[config.mk]
export PLATFORM = sky130hd
export DESIGN_NAME = hflip_stage
export DESIGN_NICKNAME = d
export VERILOG_FILES = /design/src/rtl/aug_pkg.sv /design/src/rtl/row_pingpong_buf.sv /design/src/rtl/hflip_stage.sv
export SDC_FILE = /design/constraint.sdc
export NUM_CORES = 1
export LEC_CHECK = 0
export CAP_MARGIN = 20
export CORE_MARGIN = 10
export CORE_UTILIZATION = 45
export DETAILED_ROUTE_END_ITERATION = 12
export GPL_ROUTABILITY_DRIVEN = 0
export PLACE_DENSITY_LB_ADDON = 0.12
export SLEW_MARGIN = 20
export SYNTH_ARGS = -nofsm -noshare
export SYNTH_HDL_FRONTEND = slang
export SYNTH_HIERARCHICAL = 1
export SYNTH_SLANG_ARGS = --single-unit
export TNS_END_PERCENT = 50
[constraint.sdc]
create_clock -name clk -period 4.3 [get_ports clk]
set_clock_uncertainty 0.05 [all_clocks]
set_input_delay 0.86 -clock clk [delete_from_list [all_inputs] [get_ports clk]]
set_output_delay 0.86 -clock clk [all_outputs]
set_load 0.01 [all_outputs]
[src/rtl/aug_pkg.sv]
`default_nettype none
// +----------------------------------------------------------------------------+
// | aug_pkg                                                                    |
// | Shared types and constants for the image augmentation pipeline stages.     |
// | Revision: 1.0                                                              |
// +----------------------------------------------------------------------------+
package aug_pkg;

  typedef enum logic [1:0] {
    FLIP_NEVER  = 2'd0,
    FLIP_ALWAYS = 2'd1,
    FLIP_RANDOM = 2'd2
  } flip_mode_t;

  typedef enum logic [0:0] {
    DRAIN_IDLE   = 1'b0,
    DRAIN_ACTIVE = 1'b1
  } drain_state_t;

  localparam int c_img_w      = 28;
  localparam int c_img_h      = 28;
  localparam int c_num_pixels = c_img_w * c_img_h;

  // Taps for x^16 + x^14 + x^13 + x^11 + 1 on a left-shifting Fibonacci LFSR.
  localparam logic [15:0] c_lfsr_taps = 16'hB400;

  function automatic logic [15:0] lfsr_step(input logic [15:0] s);
    return {s[14:0], ^(s & c_lfsr_taps)};
  endfunction

endpackage

`default_nettype wire

[src/rtl/row_pingpong_buf.sv]
`default_nettype none
// +----------------------------------------------------------------------------+
// | row_pingpong_buf                                                           |
// | Two row-sized register banks: one write port, one combinational read port. |
// | Revision: 1.0                                                              |
// +----------------------------------------------------------------------------+
module row_pingpong_buf #(
  parameter int PIXEL_WIDTH = 8,
  parameter int IMG_W       = 28,
  parameter int ADDR_W      = $clog2(IMG_W)
) (
  input  logic                   clk,
  input  logic                   i_wr_en,
  input  logic                   i_wr_bank,
  input  logic [ADDR_W-1:0]      i_wr_addr,
  input  logic [PIXEL_WIDTH-1:0] i_wr_data,
  input  logic                   i_rd_bank,
  input  logic [ADDR_W-1:0]      i_rd_addr,
  output logic [PIXEL_WIDTH-1:0] o_rd_data
);

  logic [PIXEL_WIDTH-1:0] w_bank_data [2];

  // Contents need no reset: a bank is only read after a full row was written.
  for (genvar b = 0; b < 2; b++) begin : g_bank
    logic [PIXEL_WIDTH-1:0] r_row [IMG_W];

    always_ff @(posedge clk) begin
      if (i_wr_en && (i_wr_bank == 1'(b))) begin
        r_row[i_wr_addr] <= i_wr_data;
      end
    end

    assign w_bank_data[b] = r_row[i_rd_addr];
  end

  assign o_rd_data = w_bank_data[i_rd_bank];

endmodule

`default_nettype wire

[src/rtl/hflip_stage.sv]
`default_nettype none
// +----------------------------------------------------------------------------+
// | hflip_stage                                                                |
// | Per-image random horizontal flip of a raster pixel stream via row buffers. |
// | Revision: 1.0                                                              |
// +----------------------------------------------------------------------------+
module hflip_stage
  import aug_pkg::*;
#(
  parameter int          PIXEL_WIDTH = 8,
  parameter int          IMG_W       = c_img_w,
  parameter int          IMG_H       = c_img_h,
  parameter logic [15:0] LFSR_SEED   = 16'hACE1
) (
  input  logic                   clk,
  input  logic                   reset,
  input  logic [1:0]             flip_mode,
  input  logic [PIXEL_WIDTH-1:0] pixel_in,
  input  logic                   pixel_in_valid,
  output logic [PIXEL_WIDTH-1:0] pixel_out,
  output logic                   pixel_out_valid,
  output logic                   image_done,
  output logic                   flip_active
);

  localparam int                 c_col_w    = $clog2(IMG_W);
  localparam int                 c_row_w    = $clog2(IMG_H);
  localparam logic [c_col_w-1:0] c_col_last = c_col_w'(IMG_W - 1);
  localparam logic [c_row_w-1:0] c_row_last = c_row_w'(IMG_H - 1);

  logic [c_col_w-1:0]     r_wr_col;
  logic [c_row_w-1:0]     r_wr_row;
  logic                   r_wr_bank;
  logic                   r_img_flip;
  logic [15:0]            r_lfsr;

  drain_state_t           r_state;
  drain_state_t           w_state_nxt;
  logic [c_col_w-1:0]     r_rd_idx;
  logic [c_col_w-1:0]     w_rd_idx_nxt;
  logic                   r_rd_bank;
  logic                   w_rd_bank_nxt;
  logic                   r_rd_flip;
  logic                   w_rd_flip_nxt;
  logic                   r_pend;
  logic                   w_pend_nxt;
  logic                   r_pend_bank;
  logic                   w_pend_bank_nxt;
  logic                   r_pend_flip;
  logic                   w_pend_flip_nxt;
  logic [c_row_w-1:0]     r_out_row;

  logic                   w_img_start;
  logic                   w_req;
  logic                   w_mode_flip;
  logic                   w_cur_flip;
  logic                   w_start;
  logic                   w_emit;
  logic                   w_rd_last;
  logic [c_col_w-1:0]     w_rd_addr;
  logic [PIXEL_WIDTH-1:0] w_rd_data;

  assign w_img_start = pixel_in_valid && (r_wr_col == '0) && (r_wr_row == '0);
  assign w_req       = pixel_in_valid && (r_wr_col == c_col_last);
  assign w_cur_flip  = w_img_start ? w_mode_flip : r_img_flip;
  assign w_emit      = (r_state == DRAIN_ACTIVE);
  assign w_rd_last   = w_emit && (r_rd_idx == c_col_last);
  assign w_rd_addr   = r_rd_flip ? (c_col_last - r_rd_idx) : r_rd_idx;

  always_comb begin
    w_mode_flip = 1'b0;
    case (flip_mode)
      FLIP_NEVER:  w_mode_flip = 1'b0;
      FLIP_ALWAYS: w_mode_flip = 1'b1;
      FLIP_RANDOM: w_mode_flip = r_lfsr[0];
      default:     w_mode_flip = 1'b0;
    endcase
  end

  row_pingpong_buf #(
    .PIXEL_WIDTH (PIXEL_WIDTH),
    .IMG_W       (IMG_W),
    .ADDR_W      (c_col_w)
  ) u_row_buf (
    .clk       (clk),
    .i_wr_en   (pixel_in_valid),
    .i_wr_bank (r_wr_bank),
    .i_wr_addr (r_wr_col),
    .i_wr_data (pixel_in),
    .i_rd_bank (r_rd_bank),
    .i_rd_addr (w_rd_addr),
    .o_rd_data (w_rd_data)
  );

  always_ff @(posedge clk or posedge reset) begin
    if (reset) begin
      r_wr_col   <= '0;
      r_wr_row   <= '0;
      r_wr_bank  <= 1'b0;
      r_img_flip <= 1'b0;
      r_lfsr     <= LFSR_SEED;
    end else begin
      // A bank must never be handed to the drain while it is still being read.
      assert (!(w_req && w_emit && (r_rd_bank == r_wr_bank)));
      if (pixel_in_valid) begin
        if (w_img_start) begin
          r_img_flip <= w_mode_flip;
          r_lfsr     <= lfsr_step(r_lfsr);
        end
        if (r_wr_col == c_col_last) begin
          r_wr_col  <= '0;
          r_wr_bank <= ~r_wr_bank;
          r_wr_row  <= (r_wr_row == c_row_last) ? '0 : r_wr_row + 1'b1;
        end else begin
          r_wr_col <= r_wr_col + 1'b1;
        end
      end
    end
  end

  always_ff @(posedge clk or posedge reset) begin
    if (reset) begin
      r_state     <= DRAIN_IDLE;
      r_rd_idx    <= '0;
      r_rd_bank   <= 1'b0;
      r_rd_flip   <= 1'b0;
      r_pend      <= 1'b0;
      r_pend_bank <= 1'b0;
      r_pend_flip <= 1'b0;
    end else begin
      r_state     <= w_state_nxt;
      r_rd_idx    <= w_rd_idx_nxt;
      r_rd_bank   <= w_rd_bank_nxt;
      r_rd_flip   <= w_rd_flip_nxt;
      r_pend      <= w_pend_nxt;
      r_pend_bank <= w_pend_bank_nxt;
      r_pend_flip <= w_pend_flip_nxt;
    end
  end

  always_comb begin
    w_state_nxt     = r_state;
    w_rd_idx_nxt    = r_rd_idx;
    w_rd_bank_nxt   = r_rd_bank;
    w_rd_flip_nxt   = r_rd_flip;
    w_pend_nxt      = r_pend;
    w_pend_bank_nxt = r_pend_bank;
    w_pend_flip_nxt = r_pend_flip;
    w_start         = 1'b0;

    case (r_state)
      DRAIN_IDLE:   w_start = r_pend || w_req;
      DRAIN_ACTIVE: begin
        if (r_rd_idx == c_col_last) begin
          w_start = r_pend || w_req;
        end else begin
          w_rd_idx_nxt = r_rd_idx + 1'b1;
        end
      end
      default:      w_start = 1'b0;
    endcase

    if (w_start) begin
      w_state_nxt  = DRAIN_ACTIVE;
      w_rd_idx_nxt = '0;
      if (r_pend) begin
        w_rd_bank_nxt   = r_pend_bank;
        w_rd_flip_nxt   = r_pend_flip;
        w_pend_nxt      = w_req;
        w_pend_bank_nxt = r_wr_bank;
        w_pend_flip_nxt = w_cur_flip;
      end else begin
        w_rd_bank_nxt = r_wr_bank;
        w_rd_flip_nxt = w_cur_flip;
      end
    end else if (w_rd_last) begin
      w_state_nxt = DRAIN_IDLE;
    end else if (w_req) begin
      // Row completed mid-drain: hold it until the current row finishes.
      w_pend_nxt      = 1'b1;
      w_pend_bank_nxt = r_wr_bank;
      w_pend_flip_nxt = w_cur_flip;
    end
  end

  always_ff @(posedge clk or posedge reset) begin
    if (reset) begin
      pixel_out       <= '0;
      pixel_out_valid <= 1'b0;
      image_done      <= 1'b0;
      flip_active     <= 1'b0;
      r_out_row       <= '0;
    end else begin
      pixel_out_valid <= w_emit;
      image_done      <= 1'b0;
      if (w_emit) begin
        pixel_out <= w_rd_data;
        if ((r_rd_idx == '0) && (r_out_row == '0)) begin
          flip_active <= r_rd_flip;
        end
        if (r_rd_idx == c_col_last) begin
          if (r_out_row == c_row_last) begin
            r_out_row  <= '0;
            image_done <= 1'b1;
          end else begin
            r_out_row <= r_out_row + 1'b1;
          end
        end
      end
    end
  end

endmodule

`default_nettype wire

# After elaboration in Yosys (flattened, before gate mapping)

Memories as Yosys holds them, arrays and structs flattened.
Index checks and enable logic that the tools add are counted.

Logic and storage cells: 97
Output and inout port bits: 11
Memory bits (writable): 448
Bits of input ports: 13
Flip-flop bits (word level): 55
Memories: 2

Equality and inequality tests: 9
Add/subtract/negate cells: 5
Multiplexer cells: 37
Bitwise logic cells: 3
Reduce and logical (&&, ||, !) cells: 23
$lt $le $gt $ge: 1

Memory list:

| name                      | depth | width | rd ports | clocked after Yosys merged registers in | wr ports | RTL line               | text |
|---|---|---|---|---|---|---|---|
| u_row_buf.g_bank[0].r_row | 28    | 8     | 1        | 0                                       | 1        | row_pingpong_buf.sv:26 | `logic [PIXEL_WIDTH-1:0] r_row [IMG_W];` |
| u_row_buf.g_bank[1].r_row | 28    | 8     | 1        | 0                                       | 1        | row_pingpong_buf.sv:26 |  |

Operators with widths:

| cell                  | count |
|---|---|
| $mux W5               | 7 |
| $mux W1               | 25 |
| $mux W8               | 3 |
| $add A5 B1 Y5 const B | 4 |
| $eq A5 B5 Y1 const B  | 4 |
| $logic_not A5 Y1      | 4 |
| $reduce_xor A16 Y1    | 1 |
| $reduce_and A2 Y1     | 6 |
| $logic_and A1 B1 Y1   | 7 |
| $ne A2 B2 Y1 const B  | 3 |
| $reduce_bool A2 Y1    | 3 |
| $sub A5 B5 Y5 const A | 1 |
| $pmux W1 S2           | 2 |
| $reduce_and A3 Y1     | 1 |
| $eq A2 B1 Y1 const B  | 1 |
| $eq A2 B2 Y1 const B  | 1 |
| $ge A2 B2 Y1 const B  | 1 |
| $not A1 Y1            | 2 |
| $not A1 Y2            | 1 |
| $logic_or A1 B1 Y1    | 1 |

# Longest topological paths before layout

Gate-level depths: netlist of run 1.

Word-level depth: 7
Depth in mapped cells: 11
Mapped depth without buffers: 8

# By module

The synthesis of run 1 kept the hierarchy.

By module, submodules not included:

| module           | times used | cells each | area an instance (um2) | sequential area each (um2) |
|---|---|---|---|---|
| row_pingpong_buf | 1          | 809        | 17424.2                | 13452.9 |
| hflip_stage      | 1          | 229        | 2627.5                 | 1386.3 |

# Worst setup path after synthesis of run 1

No wires, ideal clock.

Kind: register -> register
From: reg r_rd_flip
To: reg pixel_out[4]
Buffers on the path: 5
Cell stages (with the launch flop): 12
Arrival time: 2.709 ns
Required time: 4.125 ns
Path slack: 1.416 ns
Library setup time: 0.125 ns
Path through: dfrtp_1 -> clkbuf_1 -> xor2_1 -> buf_6 -> buf_12 -> buf_6 -> buf_2 -> mux2_2 -> mux4_2 -> a2bb2oi_1 -> mux2i_1 -> mux2_2

Word-level cells in the longest chain between the ends: 5

RTL lines:

| item                                          | RTL line               | text |
|---|---|---|
| from (decl)                                   | hflip_stage.sv:43      | `logic r_rd_flip;` |
| from (signal assigned)                        | hflip_stage.sv:134     | `r_rd_flip <= w_rd_flip_nxt;` |
| $mux W5 *                                     | hflip_stage.sv:68      | `assign w_rd_addr = r_rd_flip ? (c_col_last - r_rd_idx) : r_rd_idx;` |
| via w_rd_addr[0]                              | hflip_stage.sv:60      | `logic [c_col_w-1:0] w_rd_addr;` |
| $mem_v2 Z28 W8                                | --                     |  |
| $mux W8 (not written as such) * (3 in series) | row_pingpong_buf.sv:37 | `assign o_rd_data = w_bank_data[i_rd_bank];` |
| via w_rd_data[4]                              | hflip_stage.sv:61      | `logic [PIXEL_WIDTH-1:0] w_rd_data;` |
| to (signal assigned)                          | hflip_stage.sv:197     | `pixel_out <= w_rd_data;` |
| to (decl)                                     | hflip_stage.sv:20      | `output logic [PIXEL_WIDTH-1:0] pixel_out,` |

The timed path passes the listed nets; every way through them passes the cells marked *. The select of a mux whose other input is x is not followed.
A chain may end at the register's enable or synchronous reset.

# Worst setup path in the final report of run 1

From: reg r_rd_idx[2]
To: reg pixel_out[5]

Word-level cells in the longest chain between the ends: 6

RTL lines:

| item                                          | RTL line               | text |
|---|---|---|
| from (decl)                                   | hflip_stage.sv:39      | `logic [c_col_w-1:0] r_rd_idx;` |
| from (signal assigned)                        | hflip_stage.sv:132     | `r_rd_idx <= w_rd_idx_nxt;` |
| $sub A5 B5 Y5 *                               | hflip_stage.sv:68      |  |
| $mux W5 *                                     | hflip_stage.sv:68      |  |
| via w_rd_addr[3]                              | hflip_stage.sv:60      |  |
| $mem_v2 Z28 W8                                | --                     |  |
| $mux W8 (not written as such) * (3 in series) | row_pingpong_buf.sv:37 |  |
| via w_rd_data[5]                              | hflip_stage.sv:61      |  |

Marked as above.

==> results of run 1 <==
[Yosys cell counts (3+ instances only)]
cell	count
edfxtp_1	448
mux4_2	113
nor2_1	73
dfrtp_1	47
mux2_2	37
nand2_1	33
clkbuf_1	26
inv_1	23
o21ai_0	21
o22ai_1	21
nand3_1	19
buf_2	15
a21oi_1	13
ha_1	13
mux2i_1	11
nor2b_1	11
a22oi_1	10
dfstp_2	8
a31oi_1	7
nand3b_1	7
xnor2_1	7
nand4_1	6
or3b_2	6
buf_4	5
nand2b_1	5
or3_1	5
nor3_1	4
xor2_1	4
a2bb2oi_1	3
a311oi_1	3
or4_1	3
[layer usage]
layer | global-route usage | vias to the layer above | share of wire
met3 | 0.0297 | 61 | 0.052
met5 | 0 | - | 0
li1 | - | 4406 | -
met4 | 0.0576 | 0 | 0.023
met2 | 0.277 | 277 | 0.48
met1 | 0.248 | 5411 | 0.45
[state kept, by name, summed over array words and instances, names as in the netlist, 5 cells and up]
register / flops
r_out_row: 5
u_row_buf/g_bank.r_row: 448
pixel_out: 8
r_wr_col: 5
r_lfsr: 16
r_wr_row: 5
r_rd_idx: 5
[final timing paths]
kind,to,from,slack [ps],depth (start not counted)
min in group asynchronous,r_lfsr[2],reset,720,2
max reg2reg,pixel_out[5],r_rd_idx[2],910,9
max,pixel_out[5],r_rd_idx[2],910,9
min,r_lfsr[2],r_lfsr[2],450,1
min reg2reg,r_lfsr[2],r_lfsr[2],450,1
max in group asynchronous,pixel_out[5],reset,2760,3
[kinds of logic after synthesis]
family          Yosys count
fa+ha+maj                13
compound gates           92
mux                     162
xor+xnor                 11
simple gates            184
buf+inv                  73
flops                   503
[stage by stage]
step | utilization | area, sq um | hold slack (ps) | total power [uW]
after floorplan | - | 20100 | 302 | 9370
after global placement | 0.485 | 21400 | 432 | 11100
after detailed placement | 0.485 | 21400 | 439 | 11100
after CTS | 0.522 | 23000 | 453 | 15500
after global routing | 0.523 | 23100 | 463 | 16000
final | 0.523 | 23100 | 448 | 15300
[power by group through the flow]
stage	Clock (uW)	Sequential (uW)	Combinational (uW)
floorplan	0	5820	3550
global placement	0	5960	5140
detailed placement	0	5970	5150
CTS	4480	5870	5160
global route	4680	5890	5450
finish	4380	5870	5070
[final cells by class]
cell class | count | area, sq um | share of cell area
antenna | 1 | 2.50 | 0.000108
inverter | 23 | 86.3 | 0.00374
clock buffer | 68 | 1410 | 0.0613
multi-input combinational | 462 | 4920 | 0.213
tap | 592 | 741 | 0.0321
timing repair buffer | 97 | 831 | 0.0360
sequential | 503 | 14800 | 0.643
clock inverter | 27 | 236 | 0.0102
[worst reg2reg max path, delay by kind of cell, from the launching register on]
kind | cells | cell delay [ps]
multiplexers | 2 | 350
flip-flops | 1 | 490
adder cells (fa/ha/maj) | 1 | 270
AO/OA/AOI/OAI | 2 | 920
AND/OR/NAND/NOR | 2 | 850
buffers and inverters | 2 | 380
==> impl_metrics.ini, run 1 <==
[worst_setup_path]
worstPathRequired_ps = 4760
path_delay_family = compound AO/OA/AOI/OAI gates
worstPathArrival_ps = 3850
critPathBufInv = 2
cp_slowest_cell = a21oi_4
cp-start-kind = flop
path_cells = inv_1, ha_1, a21oi_4, buf_12, nand3b_1, o22ai_1, or4_1, mux2i_1, mux2_2
critPathKind = flop to flop
cpPeakStageDelay_ps = 760
critPathMaxFanout = 19
endpoint_kind = flop

[cts]
postCtsHoldBufs = 0
cts-resized-gates = 0
cts_root_buf = clkbuf_16
insertion_delay_ps = 590
cts_buffers = 53
cts_tree = built
htreeDepth = 2
clockBufferDepth = 3
cts_setup_buffers = 0
cts_sinks = 503
clk_pin_slew_ps = 60

[place]
dp_worst_setup_slack_ps = 778
dpl.hpwl_um = 29300
placed_cells = 1676
io_buffers = 23

[yosys]
netlist_instances = 1038
synth_xor_area_frac = 0.00480
yosys_warnings = 6
netlist_top_cells_area = edfxtp_1 (67%), mux4_2 (13%), dfrtp_1 (5.9%)
syn_area_per_cell_sq_um = 19.3
syn-num-nets = 1064
ys.flop_type = edfxtp_1
netlist_area_sq_um = 20100
synth-simple-area-share = 0.0465
synthMuxAreaShare = 0.154
synth-seq-area-share = 0.740
yosysTopAreaCellShare = 0.671
synth_edf_count = 448
synth_compound_area_frac = 0.0295
ys_ff_latch = 503
yosysTopAreaCell = edfxtp_1
synth_top_family_by_area = multiplexers
async_flop_share = 0.109
synth_cell_types = 54
synth_fa_ha_area_frac = 0.00811

[sta]
relSlewSlack = 0.302
setup_slack_ps = 914
worst-slew-pin-transition_ps = 1050
hold_viol = 0
rsz0062_at_grt = no
max_freq_mhz = 295
min_period_over_period = 0.787
final.setup.tns_ps = 0
finalCriticalPeriod_ps = 3390
final-setup-viol-count = 0
slew_viol_final = 0

[pwr]
powerDensity_nw_per_um2 = 664
p_comb_frac = 0.331
p_int_uw = 10500
p_leak_uw = 0.00769
pwr-share-clk = 0.286
seqPwrFrac = 0.383
ir_drop_mv = 0.443
sw_frac_of_total = 0.316
netSwitchingPower_uw = 4840

[hold_path]
hp-class = flop to flop

[route]
vias = 10200
drc = 0
routedWlPerCell_um = 26.3
final_antenna_net_count = 0
viasPerCell = 5.73
wirelength_um = 46700
drtIter0Drc = 927
dr.pass1.iters = 5

[cells_and_area]
layout_commonest_cell = edfxtp_1
fillers = 3629
fin_nets = 1166
drive_gt1_frac = 0.278
fin_cells = 1773
final_cell_mix = edfxtp_1 (448), mux4_2 (113), nor2_1 (73)
area_delta_synth_final_pct = 15.1

[grt]
grt_max_degree = 57
track_usage = 0.176
grt_overflow = 0
antenna_found_initial = 0
grt_first_pass_wirelength_um = 69800
grt_pass1_vias = 10400

[floorplanning]
coreArea_sq_um = 44100
die_x_um = 231
dieArea_sq_um = 53400
start_util = 0.454
top_level_ports = 24
die_y_um = 231
row_count = 77

[flow_run]
maxCapViolations = 0

[outcome]
status = completed
No activity file was read; power rests on OpenSTA's default activity.
==> run 2: changes to the inputs <==
==> constraint.sdc (replaced) <==
create_clock -name clk -period 2.93 [get_ports clk]
set_clock_uncertainty 0.05 [all_clocks]
set_input_delay 0.586 -clock clk [delete_from_list [all_inputs] [get_ports clk]]
set_output_delay 0.586 -clock clk [all_outputs]
set_load 0.01 [all_outputs]
==> impl_metrics.ini, run 2 (same netlist as run 1, synthesis figures left out) <==
[worst_setup_path]
critPathKind = flop to flop
cp-start-kind = flop
path_delay_family = simple AND/OR/NAND/NOR gates
r2r_setup_slack_ps = 100
cp_slowest_cell = or4_1
r2r_start = r_rd_idx[2]
critPathMaxFanout = 9
path_cells = inv_1, ha_1, a21oi_4, buf_12, nand3b_1, o22ai_1, or4_1, mux2i_1, mux2_2
critPathBufInv = 2
cpPeakStageDelay_ps = 660
endpoint_kind = flop
worstPathRequired_ps = 3400
worstPathArrival_ps = 3300
timing.rr.end = pixel_out[5]
reg2regPathDepth = 9

[place]
io_buffers = 23
dpl_cell_area_sq_um = 22000
dp_worst_setup_slack_ps = -60.1
dpl.hpwl_um = 29900
placed_cells = 1736

[route]
drc = 0
drtIter0Drc = 953
vias = 10200
routedWlPerCell_um = 25.3
final_antenna_net_count = 0
viasPerCell = 5.57
wirelength_um = 46300
dr.pass1.iters = 5

[cells_and_area]
antenna_cells = 0
fin_nets = 1224
area_delta_synth_final_pct = 18.1
largest_register_ff_count = 448
multiInputGateArea_sq_um = 4960
fillers = 3563
largestRegisters = u_row_buf/g_bank.r_row x448, r_lfsr x16, pixel_out x8
regMostFlops = u_row_buf/g_bank.r_row
final_cell_mix = edfxtp_1 (448), buf_4 (115), mux4_2 (113)
fin_cells = 1829
layout_commonest_cell = edfxtp_1
seq_area_sq_um = 14800
fin_area_sq_um = 23700
drive_gt1_frac = 0.319

[floorplanning]
die_x_um = 231
row_count = 77
die_y_um = 231
coreArea_sq_um = 44100
dieArea_sq_um = 53400
start_util = 0.454
top_level_ports = 24

[cts]
cts_root_buf = clkbuf_16
cts_sinks = 503
clockBufferDepth = 3
cts_buffers = 52
insertion_delay_ps = 590
clk_pin_slew_ps = 60
cts_tree = built
cts_setup_buffers = 0
htreeDepth = 2

[grt]
antenna_found_initial = 0
grt_first_pass_wirelength_um = 69500
grt_max_degree = 73
track_usage = 0.175
grt_overflow = 0
grt_pass1_vias = 10600

[sta]
worst-slew-pin-transition_ps = 1030
finalCriticalPeriod_ps = 2830
max_freq_mhz = 353
setup_slack_ps = 99.8
min_period_over_period = 0.966
final-setup-viol-count = 0
slew_viol_final = 0
relSlewSlack = 0.314
hold_viol = 0

[pwr]
p_leak_uw = 0.00804
powerDensity_nw_per_um2 = 987
ir_drop_mv = 0.561

[hold_path]
hp-class = primary input to asynchronous set/reset pin

[outcome]
status = completed

[flow_run]
maxCapViolations = 0
run 2: cell type report:
type | instances | share of cell area
clock buffers | 69 | 0.0606
clock inverters | 24 | 0.00887
inverters | 23 | 0.00364
multi-input cells | 462 | 0.209
flip-flops and latches | 503 | 0.627
well taps | 592 | 0.0313
repair buffers | 156 | 0.0597
run 2: where the power goes:
part | switching (uW) | internal, uW
sequential | 363 | 8200
combinational | 4200 | 4190
clock | 2660 | 3770
total | 7220 | 16200
run 2: how the worst max path moves through the flow:
| stage | start | end | slack [ps] | cells past startpoint |
|---|---|---|---|---|
| floorplan | r_rd_flip | pixel_out[4] | 50 | 11 |
| global placement | r_rd_idx[2] | pixel_out[6] | -70 | 9 |
| detailed placement | r_rd_idx[2] | pixel_out[6] | -60 | 9 |
| CTS | r_rd_idx[2] | pixel_out[0] | 20 | 9 |
| global route | r_rd_idx[3] | pixel_out[6] | -0.8 | 9 |
| finish | r_rd_idx[2] | pixel_out[5] | 100 | 9 |
run 2: routing by layer:
metal  track usage  part of all wire  vias up
li1              -                 -     4503
met2         0.281              0.48      248
met3        0.0305             0.049       67
met5             0                 0        -
met1         0.241              0.44     5369
met4        0.0539             0.025        0
run 2: repair_timing:
item / CTS / global route
hold buffers: 0 / 0
gates resized for setup: 2 / 6
pin swaps: 0 / 1
setup endpoints to repair: 2 / 5
run 2: worst min-delay path: cells and delay by family:
family   cells  cell delay, ps
buf+inv      3             770
run 2: through the flow:
step / setup TNS (ps) / hold WS, ps / util / power [uW]
2_1_floorplan: 0 / 302 / - / 13700
3_3_place_gp: -69.0 / 432 / 0.499 / 17000
3_5_place_dp: -64.2 / 439 / 0.499 / 17100
4_1_cts: 0 / 318 / 0.536 / 23600
5_1_grt: -0.847 / 366 / 0.537 / 24400
6_report: 0 / 330 / 0.537 / 23400
==> variant 1 (flow settings as in run 2) <==
`c_img_h`: 28 -> 42.
--- a/src/rtl/aug_pkg.sv
+++ b/src/rtl/aug_pkg.sv
@@ -18,7 +18,7 @@
   } drain_state_t;
 
   localparam int c_img_w      = 28;
-  localparam int c_img_h      = 28;
+  localparam int c_img_h      = 42;
   localparam int c_num_pixels = c_img_w * c_img_h;
 
   // Taps for x^16 + x^14 + x^13 + x^11 + 1 on a left-shifting Fibonacci LFSR.
Behaviour: no difference found for any inputs over 10 cycles, from zero or initial values and one cycle with reset high; that may be too few to reach the edited logic, so the function may still have changed.
==> variant 1 against run 2 <==
  * Setup slack lost 0.051 ns
  * Cell area rose by 1.2%
  * Critical path depth shrank 1
  * Sequential cell count is 2 higher
  * Area after synthesis rose by 0.69%
  * Total power grew 3.2%
  * Non-clock buffer count is 1 higher
  * Wire length grew 1.0%
  * Sequential power grew 0.6%
==> variant 1: results (changes against run 2) <==
Synth
  – Synth area leaders: edfxtp_1 (67%), mux4_2 (13%), dfrtp_1 (6.1%)
  – Top cells by count, synth: edfxtp_1 (448), mux4_2 (113), nor2_1 (75), dfrtp_1 (49), mux2_2 (37)
  – Mapped Nets: 1077 (+1.2%)
  – Asr flop ratio synth: 0.113 (+0.00353)

Setup path
  – Delay-heaviest family, CP: multiplexers
  – WP data arrival: 3.32 ns (+0.02 ns)
  – Critical Path Fanout Max: 11 (+2)
  – Critical path's largest stage delay: 0.50 ns (-0.16 ns)
  – Slowest-stage cell, CP: mux4_2

Placed design
  – Placed Area: 22000 um2 (about the same)
  – Detailed-placement wirelength estimate: 29900 um (+0.15%)
  – Cells after DPL: 1739 (+0.17%)

Layout
  – Share of cells above drive strength 1: 0.322 (+0.00337)
  – Final-layout fill cell count: 3521 (-1.2%)
  – # nets final: 1237 (+1.1%)
  – Multi-input gate area: 5050 um2 (+1.9%)

STA
  – Relative slew margins: 0.307 (-0.00745)

Global route
  – Met1 Use GR: 0.248 (+0.00734)
  – Largest net degree at the start of global routing: 74 (+1.4%)
  – M2 GR Usage: 0.270 (-0.0110)
  – First-pass GRT wire length: 69500 um (about the same)
  – Total GRT Usage: 0.174 (-0.000567)

Drt
  – DR WL met3: 2490 um (+9.3%)
  – Drt wl/cell: 25.4 um (+0.20%)
  – Met2 WL: 21900 um (-2.3%)
  – Vias per inst: 5.66 (+1.6%)
  – Drt initial violations: 934 (-2.0%)

Outcome
  – Status: finished clean

Power
  – Peak supply drop: 0.538 mV (-4.0%)
  – P_leak: 8.13 nW (+1.2%)
-- variant 1: layout make-up --
| class | count | area share |
|---|---|---|
| well taps | 592 | 0.0309 |
| repair buffers | 157 | 0.0593 |
| inverters | 22 | 0.00345 |
| clock buffers | 59 | 0.0554 |
| multi-input cells | 471 | 0.211 |
| clock inverters | 38 | 0.0185 |
| flip-flops and latches | 505 | 0.622 |
-- variant 1: repair_timing --
action,4_1_cts,5_1_grt
gates resized for setup,2,12
gates cloned,0,2
setup endpoints to repair,3,8
pin swaps,0,2
setup buffers,0,6
-- variant 1: cell families after synthesis --
kind of cell    Yosys count  share of synthesized area
simple gates            190                     0.0479
buf+inv                  73                     0.0174
flops                   505                      0.737
fa+ha+maj                15                    0.00930
compound gates           90                     0.0292
mux                     163                      0.153
xor+xnor                 13                    0.00564
-- variant 1: path summary, 6_finish.rpt --
check | end | cells past startpoint | start | slack [ns]
hold / removal | u_row_buf/g_bank[1].r_row[17][4]$_DFFE_PP_ | 1 | pixel_in[4] | 0.27
min in group asynchronous | pixel_out[3]$_DFFE_PP0P_ | 2 | reset | 0.32
setup reg to reg | pixel_out[2]$_DFFE_PP0P_ | 8 | r_rd_flip$_DFFE_PP0P_ | 0.05
hold reg to reg | r_lfsr[15]$_DFFE_PP1P_ | 1 | r_lfsr[14]$_DFFE_PP0P_ | 0.45
max in group asynchronous | r_lfsr[10]$_DFFE_PP1P_ | 3 | reset | 1.89
setup / recovery | pixel_out[2]$_DFFE_PP0P_ | 8 | r_rd_flip$_DFFE_PP0P_ | 0.05
-- variant 1: power breakdown --
part / switching (mW) / leakage (nW) / internal, mW
combinational: 4.33 / 2.52 / 4.38
clock: 2.75 / 0.859 / 4.06
sequential: 0.377 / 4.75 / 8.24
total: 7.45 / 8.13 / 16.7
==> variant 2 (flow settings as in run 2) <==
Made on the original files. The output `pixel_out_valid` loses its register stage (`pixel_out_valid` becomes a continuous assignment).
--- a/src/rtl/hflip_stage.sv
+++ b/src/rtl/hflip_stage.sv
@@ -186,12 +186,10 @@
   always_ff @(posedge clk or posedge reset) begin
     if (reset) begin
       pixel_out       <= '0;
-      pixel_out_valid <= 1'b0;
       image_done      <= 1'b0;
       flip_active     <= 1'b0;
       r_out_row       <= '0;
     end else begin
-      pixel_out_valid <= w_emit;
       image_done      <= 1'b0;
       if (w_emit) begin
         pixel_out <= w_rd_data;
@@ -210,6 +208,8 @@
     end
   end
 
+  assign pixel_out_valid = w_emit;
+
 endmodule
 
 `default_nettype wire
Behaviour: no difference found for any inputs over 10 cycles, from zero or initial values and one cycle with reset high; that may be too few to reach the edited logic, so the function may still have changed.
==> variant 2 against run 2 <==
  * Maximum frequency shrank 0.74%
  * Non-clock buffer count grew 25
  * Utilization grew 0.73 points
  * Setup slack lost 0.021 ns
  * Area after synthesis shrank 0.16%
  * Sequential cell count shrank 1
  * Wire length grew 3.2%
  * Synthesized cell count is the same
  * Sequential power is essentially flat
  * Worst hold slack lost 0.066 ns
  * Total power grew 4.7%
  * Cell area grew 1.4%
  * Count of clock-buffer cells in the layout shrank 1
  * Critical path type unchanged
  * Critical endpoint is now pixel_out[6]$_DFFE_PP0P_
  * Largest power group is now combinational logic
  * Highest routed layer is now met5
==> variant 2: results (changes against run 2) <==
Outcome
  – Status: finished clean

Layout
  – Multi-input gate area: 4960 um2 (about the same)
  – Antenna Cells: 1 (+1)
  – Seq. cell area: 14800 um2 (-0.16%)
  – Non-clock buffer share: 0.0649 (+0.00524)
  – Multi-input comb cells: 463 (+0.22%)
  – Final-layout fill cell count: 3520 (-1.2%)
  – Synth-to-layout area growth: 19.9%
  – Buffers, non-clock: 181 (+16%)
  – Seq/total area: 0.617 (-0.00945)

Synth
  – XOR/XNOR Fraction of Synth Area: 0.00481 (+0.00000781)
  – Syn Area/Cell: 19.3 um2 (-0.16%)
  – Proportion of synthesized area in mux cells: 0.154 (about the same)
  – Compound-Gate Fraction of Synth Area: 0.0298 (+0.000360)
  – Top cells by count, synth: edfxtp_1 (448), mux4_2 (113), nor2_1 (75), dfrtp_1 (46), mux2_2 (38)
  – Asr flop ratio synth: 0.108 (-0.00177)
  – Distinct cells, synth: 55 (+1.9%)
  – Sequential share of the synthesized area: 0.740 (about the same)
  – Synth area leaders: edfxtp_1 (67%), mux4_2 (13%), dfrtp_1 (5.8%)

Setup path
  – RR Endpoint: pixel_out[6]$_DFFE_PP0P_
  – Reg2Reg Setup Slack: 0.08 ns (-0.02 ns)
  – Critical Path Fanout Max: 10 (+1)
  – Slowest-stage cell, CP: mux4_2
  – Delay-heaviest family, CP: multiplexers

STA
  – Fraction of the cycle the final worst path needs: 0.973 (+0.00718)
  – Fin Hold WS: 0.264 ns (-0.0656 ns)
  – Relative slew margins: 0.317 (+0.00254)

Placed design
  – Cells after DPL: 1757 (+1.2%)
  – Detailed-placement wirelength estimate: 30900 um (+3.5%)

Global route
  – Largest net degree at the start of global routing: 74 (+1.4%)
  – Total GRT Usage: 0.180 (+0.00496)
  – Vias in the first global route: 10678 (+0.57%)

Drt
  – Vias per inst: 5.63 (+1.1%)
  – WL final: 47700 um (+3.2%)
  – Via count: 10472 (+2.8%)
  – Drt initial violations: 894 (-6.2%)

Power
  – Int Power: 16.9 mW (+4.8%)
  – Peak supply drop: 0.514 mV (-8.3%)

Clock network
  – CTS Sinks: 502 (-0.20%)
## variant 2: routing by layer
metal  GRT usage  vias up  share of wire  routed length, um
li1            -     4569              -                  -
met1       0.255     5548           0.45              21300
met2       0.280      295           0.47              22600
met3      0.0321       58          0.060               2870
met4      0.0536        2          0.020                941
met5           0        -        0.00027                 13
## variant 2: what timing repair did
item,in CTS,in global routing
gates resized for setup,5,10
hold buffers,0,0
gates cloned,0,1
buffers inserted,0,3
endpoints found under the setup margin,4,7
pin swaps,0,1
## variant 2: power groups by stage
stage | Combinational, mW | Sequential (mW) | Clock (mW)
after floorplan | 5.21 | 8.52 | 0
after global placement | 8.60 | 8.68 | 0
after detailed placement | 8.62 | 8.70 | 0
after CTS | 8.72 | 8.55 | 7.19
after global routing | 9.48 | 8.59 | 7.46
final | 8.90 | 8.55 | 7.03
